==> src/rtl/ysyx_24100005_lsu.sv <==
// ysyx_24100005_lsu: multi-cycle load/store unit.
// Accepts one EXU request at a time. It issues an aligned bus transaction to a
// variable-latency memory slave and returns a single-cycle completion pulse.
// Load data is lane-extracted and extended. Store data is lane-shifted and gets
// a byte write-mask. Misaligned accesses and illegal funct3 values complete with
// an error and never reach the bus.
module ysyx_24100005_lsu #(
    parameter  int ADDR_W = 32,
    parameter  int DATA_W = 32,
    localparam int MASK_W = DATA_W / 8
) (
    input  logic              clk,
    input  logic              rst,
    input  logic              req_valid,
    output logic              req_ready,
    input  logic              req_wen,
    input  logic [2:0]        req_funct3,
    input  logic [ADDR_W-1:0] req_addr,
    input  logic [DATA_W-1:0] req_wdata,
    output logic              resp_valid,
    output logic [DATA_W-1:0] resp_rdata,
    output logic              resp_err,
    output logic              mem_req_valid,
    input  logic              mem_req_ready,
    output logic [ADDR_W-1:0] mem_addr,
    output logic              mem_wen,
    output logic [DATA_W-1:0] mem_wdata,
    output logic [MASK_W-1:0] mem_wmask,
    input  logic              mem_resp_valid,
    input  logic [DATA_W-1:0] mem_rdata
);

    localparam int   OFF_W = $clog2(MASK_W);
    localparam logic IS64  = (DATA_W == 64);

    localparam logic [1:0] S_IDLE  = 2'd0;
    localparam logic [1:0] S_ISSUE = 2'd1;
    localparam logic [1:0] S_WAIT  = 2'd2;
    localparam logic [1:0] S_DONE  = 2'd3;

    // funct3 legality; 64-bit accesses (ld/lwu/sd) only exist on a 64-bit bus
    function automatic logic op_legal(input logic wen, input logic [2:0] f3);
        logic ok;
        if (wen) begin
            case (f3)
                3'b000, 3'b001, 3'b010: ok = 1'b1;
                3'b011:                 ok = IS64;
                default:                ok = 1'b0;
            endcase
        end else begin
            case (f3)
                3'b000, 3'b001, 3'b010, 3'b100, 3'b101: ok = 1'b1;
                3'b011, 3'b110:                         ok = IS64;
                default:                                ok = 1'b0;
            endcase
        end
        return ok;
    endfunction

    // the offset must be a multiple of the access size (1/2/4/8 bytes)
    function automatic logic misaligned(input logic [1:0] sz, input logic [OFF_W-1:0] off);
        logic [2:0] am;
        case (sz)
            2'b00:   am = 3'b000;
            2'b01:   am = 3'b001;
            2'b10:   am = 3'b011;
            default: am = 3'b111;
        endcase
        return |(off & OFF_W'(am));
    endfunction

    // byte enables for a store of the given size starting at lane off
    function automatic logic [MASK_W-1:0] store_mask(input logic [1:0] sz, input logic [OFF_W-1:0] off);
        logic [7:0] bm;
        case (sz)
            2'b00:   bm = 8'h01;
            2'b01:   bm = 8'h03;
            2'b10:   bm = 8'h0F;
            default: bm = 8'hFF;
        endcase
        return MASK_W'(bm) << off;
    endfunction

    // shift the addressed lanes down, keep size bytes, then sign/zero extend
    function automatic logic [DATA_W-1:0] load_ext(input logic [DATA_W-1:0] word,
                                                   input logic [OFF_W-1:0]  off,
                                                   input logic [2:0]        f3);
        logic [DATA_W-1:0] sh;
        logic [DATA_W-1:0] msk;
        logic              sgn;
        sh = word >> {off, 3'b000};
        case (f3[1:0])
            2'b00: begin
                msk = DATA_W'(8'hFF);
                sgn = sh[7];
            end
            2'b01: begin
                msk = DATA_W'(16'hFFFF);
                sgn = sh[15];
            end
            2'b10: begin
                msk = DATA_W'(32'hFFFF_FFFF);
                sgn = sh[31];
            end
            default: begin
                msk = {DATA_W{1'b1}};
                sgn = sh[DATA_W-1];
            end
        endcase
        sgn = sgn & ~f3[2];
        return (sh & msk) | ({DATA_W{sgn}} & ~msk);
    endfunction

    logic [1:0]        r_state;
    logic [1:0]        w_state_nxt;
    logic              r_req_ready;
    logic              r_wen;
    logic [2:0]        r_funct3;
    logic [OFF_W-1:0]  r_off;
    logic              r_resp_valid;
    logic [DATA_W-1:0] r_resp_rdata;
    logic              r_resp_err;
    logic              r_mem_req_valid;
    logic [ADDR_W-1:0] r_mem_addr;
    logic              r_mem_wen;
    logic [DATA_W-1:0] r_mem_wdata;
    logic [MASK_W-1:0] r_mem_wmask;

    logic [OFF_W-1:0]  w_off;
    logic              w_err;

    assign w_off = req_addr[OFF_W-1:0];
    assign w_err = ~op_legal(req_wen, req_funct3) | misaligned(req_funct3[1:0], w_off);

    // next-state selection for the single-outstanding request FSM
    always_comb begin
        w_state_nxt = r_state;
        case (r_state)
            S_IDLE: begin
                if (req_valid) begin
                    if (w_err) begin
                        w_state_nxt = S_DONE;
                    end else begin
                        w_state_nxt = S_ISSUE;
                    end
                end else begin
                    w_state_nxt = S_IDLE;
                end
            end
            S_ISSUE: begin
                if (mem_req_ready) begin
                    w_state_nxt = S_WAIT;
                end else begin
                    w_state_nxt = S_ISSUE;
                end
            end
            S_WAIT: begin
                if (mem_resp_valid) begin
                    w_state_nxt = S_DONE;
                end else begin
                    w_state_nxt = S_WAIT;
                end
            end
            S_DONE:  w_state_nxt = S_IDLE;
            default: w_state_nxt = S_IDLE;
        endcase
    end

    // state, request latch, bus drive and response registers
    always_ff @(posedge clk) begin
        if (rst) begin
            r_state         <= S_IDLE;
            r_req_ready     <= 1'b1;
            r_wen           <= 1'b0;
            r_funct3        <= 3'b000;
            r_off           <= '0;
            r_resp_valid    <= 1'b0;
            r_resp_rdata    <= '0;
            r_resp_err      <= 1'b0;
            r_mem_req_valid <= 1'b0;
            r_mem_addr      <= '0;
            r_mem_wen       <= 1'b0;
            r_mem_wdata     <= '0;
            r_mem_wmask     <= '0;
        end else begin
            r_state      <= w_state_nxt;
            r_resp_valid <= 1'b0;
            case (r_state)
                S_IDLE: begin
                    if (req_valid) begin
                        r_req_ready <= 1'b0;
                        r_wen       <= req_wen;
                        r_funct3    <= req_funct3;
                        r_off       <= w_off;
                        if (w_err) begin
                            // error completes next cycle; bus registers untouched
                            r_resp_valid <= 1'b1;
                            r_resp_err   <= 1'b1;
                            r_resp_rdata <= '0;
                        end else begin
                            r_mem_req_valid <= 1'b1;
                            r_mem_addr      <= {req_addr[ADDR_W-1:OFF_W], {OFF_W{1'b0}}};
                            r_mem_wen       <= req_wen;
                            if (req_wen) begin
                                r_mem_wdata <= req_wdata << {w_off, 3'b000};
                                r_mem_wmask <= store_mask(req_funct3[1:0], w_off);
                            end else begin
                                r_mem_wdata <= '0;
                                r_mem_wmask <= '0;
                            end
                        end
                    end
                end
                S_ISSUE: begin
                    if (mem_req_ready) begin
                        r_mem_req_valid <= 1'b0;
                    end
                end
                S_WAIT: begin
                    if (mem_resp_valid) begin
                        r_resp_valid <= 1'b1;
                        r_resp_err   <= 1'b0;
                        if (r_wen) begin
                            r_resp_rdata <= '0;
                        end else begin
                            r_resp_rdata <= load_ext(mem_rdata, r_off, r_funct3);
                        end
                    end
                end
                S_DONE: begin
                    r_req_ready <= 1'b1;
                end
                default: begin
                    r_req_ready <= 1'b1;
                end
            endcase
        end
    end

    assign req_ready     = r_req_ready;
    assign resp_valid    = r_resp_valid;
    assign resp_rdata    = r_resp_rdata;
    assign resp_err      = r_resp_err;
    assign mem_req_valid = r_mem_req_valid;
    assign mem_addr      = r_mem_addr;
    assign mem_wen       = r_mem_wen;
    assign mem_wdata     = r_mem_wdata;
    assign mem_wmask     = r_mem_wmask;

endmodule

==> config.mk <==
export PLATFORM = sky130hd
export DESIGN_NAME = ysyx_24100005_lsu
export DESIGN_NICKNAME = d
export VERILOG_FILES = /design/src/rtl/ysyx_24100005_lsu.sv
export SDC_FILE = /design/constraint.sdc
export NUM_CORES = 1
export LEC_CHECK = 0
export BUFFER_PORTS_ARGS = -buffer_cell sky130_fd_sc_hd__buf_2
export CAP_MARGIN = 10
export CORE_MARGIN = 4
export CORE_UTILIZATION = 51
export CTS_BUF_LIST = sky130_fd_sc_hd__clkbuf_16
export CTS_CLUSTER_DIAMETER = 120
export CTS_CLUSTER_SIZE = 40
export DETAILED_ROUTE_END_ITERATION = 7
export PLACE_DENSITY = 0.87
export SYNTH_ARGS = -nofsm -noshare
export SYNTH_HDL_FRONTEND = slang
export SYNTH_SLANG_ARGS = --single-unit
==> constraint.sdc <==
create_clock -name clk -period 3.2 [get_ports clk]
set_clock_uncertainty 0.05 [all_clocks]
set_input_delay 0.64 -clock clk [delete_from_list [all_inputs] [get_ports clk]]
set_output_delay 0.64 -clock clk [all_outputs]
set_load 0.03 [all_outputs]
==> flow_summary.toml <==
[run_status]
status = "finished clean"

[power_and_ir_drop]
p_clk_share_pct = 35.7
p_comb_share_pct = 17.0
total_leakage_power_nw = 2.76
p_sw_mw = 0.937
power_density_nw_per_um2 = 508
peakVddDrop_mv = 0.408
internal-power_mw = 2.18
switching_share_pct = 30.1
p_seq_share_pct = 47.3

[grt]
grt_pass1_vias = 4565
grt_pass1_wl_mm = 22.8
grt_overflow = 0
grt_max_degree = 41
grt_usage_pct = 25.5
antenna_found_initial = 0

[final_layout]
drive_above_1_share_pct = 38.5
syn2layout_area_growth_pct = 27.8
final_util_pct = 66.7
fin_nets = 789
regArea_sq_um = 2220
num-fill-cells = 762
num_antenna_cells = 0
multi_input_area_sq_um = 2340
fin_area_sq_um = 6130

[clock_network]
htree_levels = 3
postCtsSetupBuffers = 0
clock-root-buffer = "clkbuf_16"
cts-resized-gates = 0
cts_made_buffers = 9
clock_path_buffers = 2
clock_sinks = 111
postCtsHoldBufs = 0
clkLatencyLatePin_ns = 0.34
cts_tree = "built"
clk_pin_slew_worst_paths_ns = 0.08

[yosys]
ys_ff_latch = 111
avgSynthCellArea_sq_um = 9.67
seq_area_frac_synth_pct = 46.3
syn_area_sq_um = 4800
synth_cells = 496
synth_cell_types = 44
ys_warn_count = 0
synth_top_area_cell = "dfxtp_1"
synth_top_area_share_pct = 46.3
yosys-top-cells-area = "dfxtp_1, nand2_1, mux2i_1"

[routing]
viasPerCell = 5.75
postRouteAntennaNets = 0
first_iter_violations = 248
routed_wl_mm = 14.4
drcViolationCount = 0
first_pass_iters = 7
avgRoutedWirePerCell_um = 18.0
num_vias = 4602

[critical_path]
r2r_cells = 4
start_kind = "input pin"
critPathKind = "in -> reg"
regToRegSetupSlack_ns = 0.91
critical_path.max_fanout = 32
r2r-end = "resp_rdata[29]$_SDFFE_PP0P_"
worst_ep_arrival_time_ns = 2.73
reg2reg_from = "r_state[0]$_SDFF_PP0_"
worstPathRequired_ns = 3.44
endpoint_kind = "flip-flop"

[floorplanning]
die_area_sq_um = 11000
start_util_pct = 52.1
coreArea_sq_um = 9200
ios = 210
core.rowCount = 35
die_y_um = 105
dieWidth_um = 105

[timing]
post-route-period-util_pct = 77.9
setup_tns_ns = 0
relSlewSlack_pct = 23.6
setup_viol = 0
drv_slew = 0
layout_min_cycle_time_ns = 2.49
rsz0062_at_grt = "false"
maxClockFrequency_ghz = 0.401
hold_viol = 0
worstMarginPinSlew_ns = 1.14

[placed_design]
numPortBuffers = 207
gp_congestion = 0.873
postPlaceCellArea_sq_um = 5830
hpwl_mm = 10.9

[min_path]
hold_class = "reg -> reg"
hp-start = "mem_addr[24]$_SDFFE_PP0P_"
hold_path_depth = 2
whs_endpoint = "mem_addr[24]$_SDFFE_PP0P_"

[run]
cap_violations = 0
## power by group through the flow
stage	Combinational (mW)	Sequential (mW)	Clock [mW]
after global routing	0.575	1.48	1.20
after CTS	0.531	1.47	1.13
final	0.531	1.47	1.11
after floorplan	0.259	1.59	0
after global placement	0.517	1.50	0
after detailed placement	0.530	1.50	0
## layout make-up
type	count	area share, %
Multi-Input combinational cell	342	38.3
Sequential cell	111	36.3
Timing Repair Buffer	218	18.2
Clock buffer	9	3.67
Tap cell	111	2.27
Clock inverter	7	1.18
Inverter	2	0.122
## critical path: stages
cell	delay (ns)
buf_2	0.25
nor4_4	0.50
nor3_4	0.08
nor3_4	0.92
a221o_1	0.31
## how the worst max path moves through the flow
| stage | from | endpoint | slack, ns | cells after the start |
|---|---|---|---|---|
| 2_1_floorplan | req_valid | resp_rdata[27]$_SDFFE_PP0P_ | 1.17 | 6 |
| 3_5_place_dp | req_addr[1] | resp_rdata[29]$_SDFFE_PP0P_ | 0.37 | 5 |
| 6_report | req_addr[1] | resp_rdata[29]$_SDFFE_PP0P_ | 0.71 | 5 |
| 4_1_cts | req_addr[1] | resp_rdata[29]$_SDFFE_PP0P_ | 0.73 | 5 |
| 5_1_grt | req_addr[1] | resp_rdata[16]$_SDFFE_PP0P_ | 0.54 | 5 |
| 3_3_place_gp | req_addr[1] | resp_rdata[29]$_SDFFE_PP0P_ | 0.46 | 5 |
## cell usage after synthesis, drive strengths merged
library cell and n:
o2bb2ai 9, or3 1, conb 1, nand2 87
a221oi 2, nor3b 1, o21a 1, nor4 2
a21oi 56, a22o 26, o2111a 1, mux2i 32
nor2b 10, dfxtp 111, a21boi 1, a221o 16
nand3b 11, o21bai 1, a211oi 11, a311oi 1
clkbuf 14, or3b 1, nor2 9, nand2b 3
o221ai 1, o211ai 9, mux4 1, nor3 6
o21ai 16, mux2 8, nand3 9, buf 28
inv 2, a32o 8
## stage by stage
step	power, mW	hold WS (ns)	worst slack, ns	std cells
2_1_floorplan	1.85	0.395	1.17	497
3_3_place_gp	2.02	0.389	0.463	784
3_5_place_dp	2.03	0.396	0.373	784
4_1_cts	3.14	0.407	0.735	800
5_1_grt	3.25	0.425	0.543	800
6_report	3.11	0.406	0.707	800
## state kept, by name, indices dropped and copies added, names as in the netlist
signal	flops
mem_addr	30
mem_req_valid	1
mem_wdata	32
mem_wen	1
mem_wmask	4
r_funct3	3
r_off	2
r_state	2
r_wen	1
req_ready	1
resp_err	1
resp_rdata	32
resp_valid	1
## placed cells by master, fill, tap and decap left out, drive strengths merged, types with 3 or more instances in the layout
cell type    n
nor3         6
a21oi       56
nand3b      11
o21ai       16
clkbuf       9
nor2         9
nand3        9
o2bb2ai      9
mux2         8
nor2b       10
clkinv       3
o211ai       9
a22o        26
nand2b       3
mux2i       32
dfxtp      111
nand2       87
a221o       16
a32o         8
buf        218
a211oi      11
inv          6
## metal layers
layer | track usage (%) | vias to the layer above | wire length (um)
li1 | - | 2196 | -
met1 | 29.3 | 2144 | 5550
met2 | 43.7 | 228 | 7070
met3 | 7.54 | 34 | 1270
met4 | 11.3 | 0 | 481
met5 | 0 | - | 0
## kinds of logic (layout without fill, tap and decap cells)
kind of cell,Yosys count,after routing,share of synthesized area [%]
AO/OA/AOI/OAI,159,159,25.2
AND/OR/NAND/NOR,140,140,14.3
flip-flops,111,111,46.3
buffers and inverters,44,236,5.06
multiplexers,41,41,9.03
other,1,2,0.0782
(Power assumes the default switching activity.)
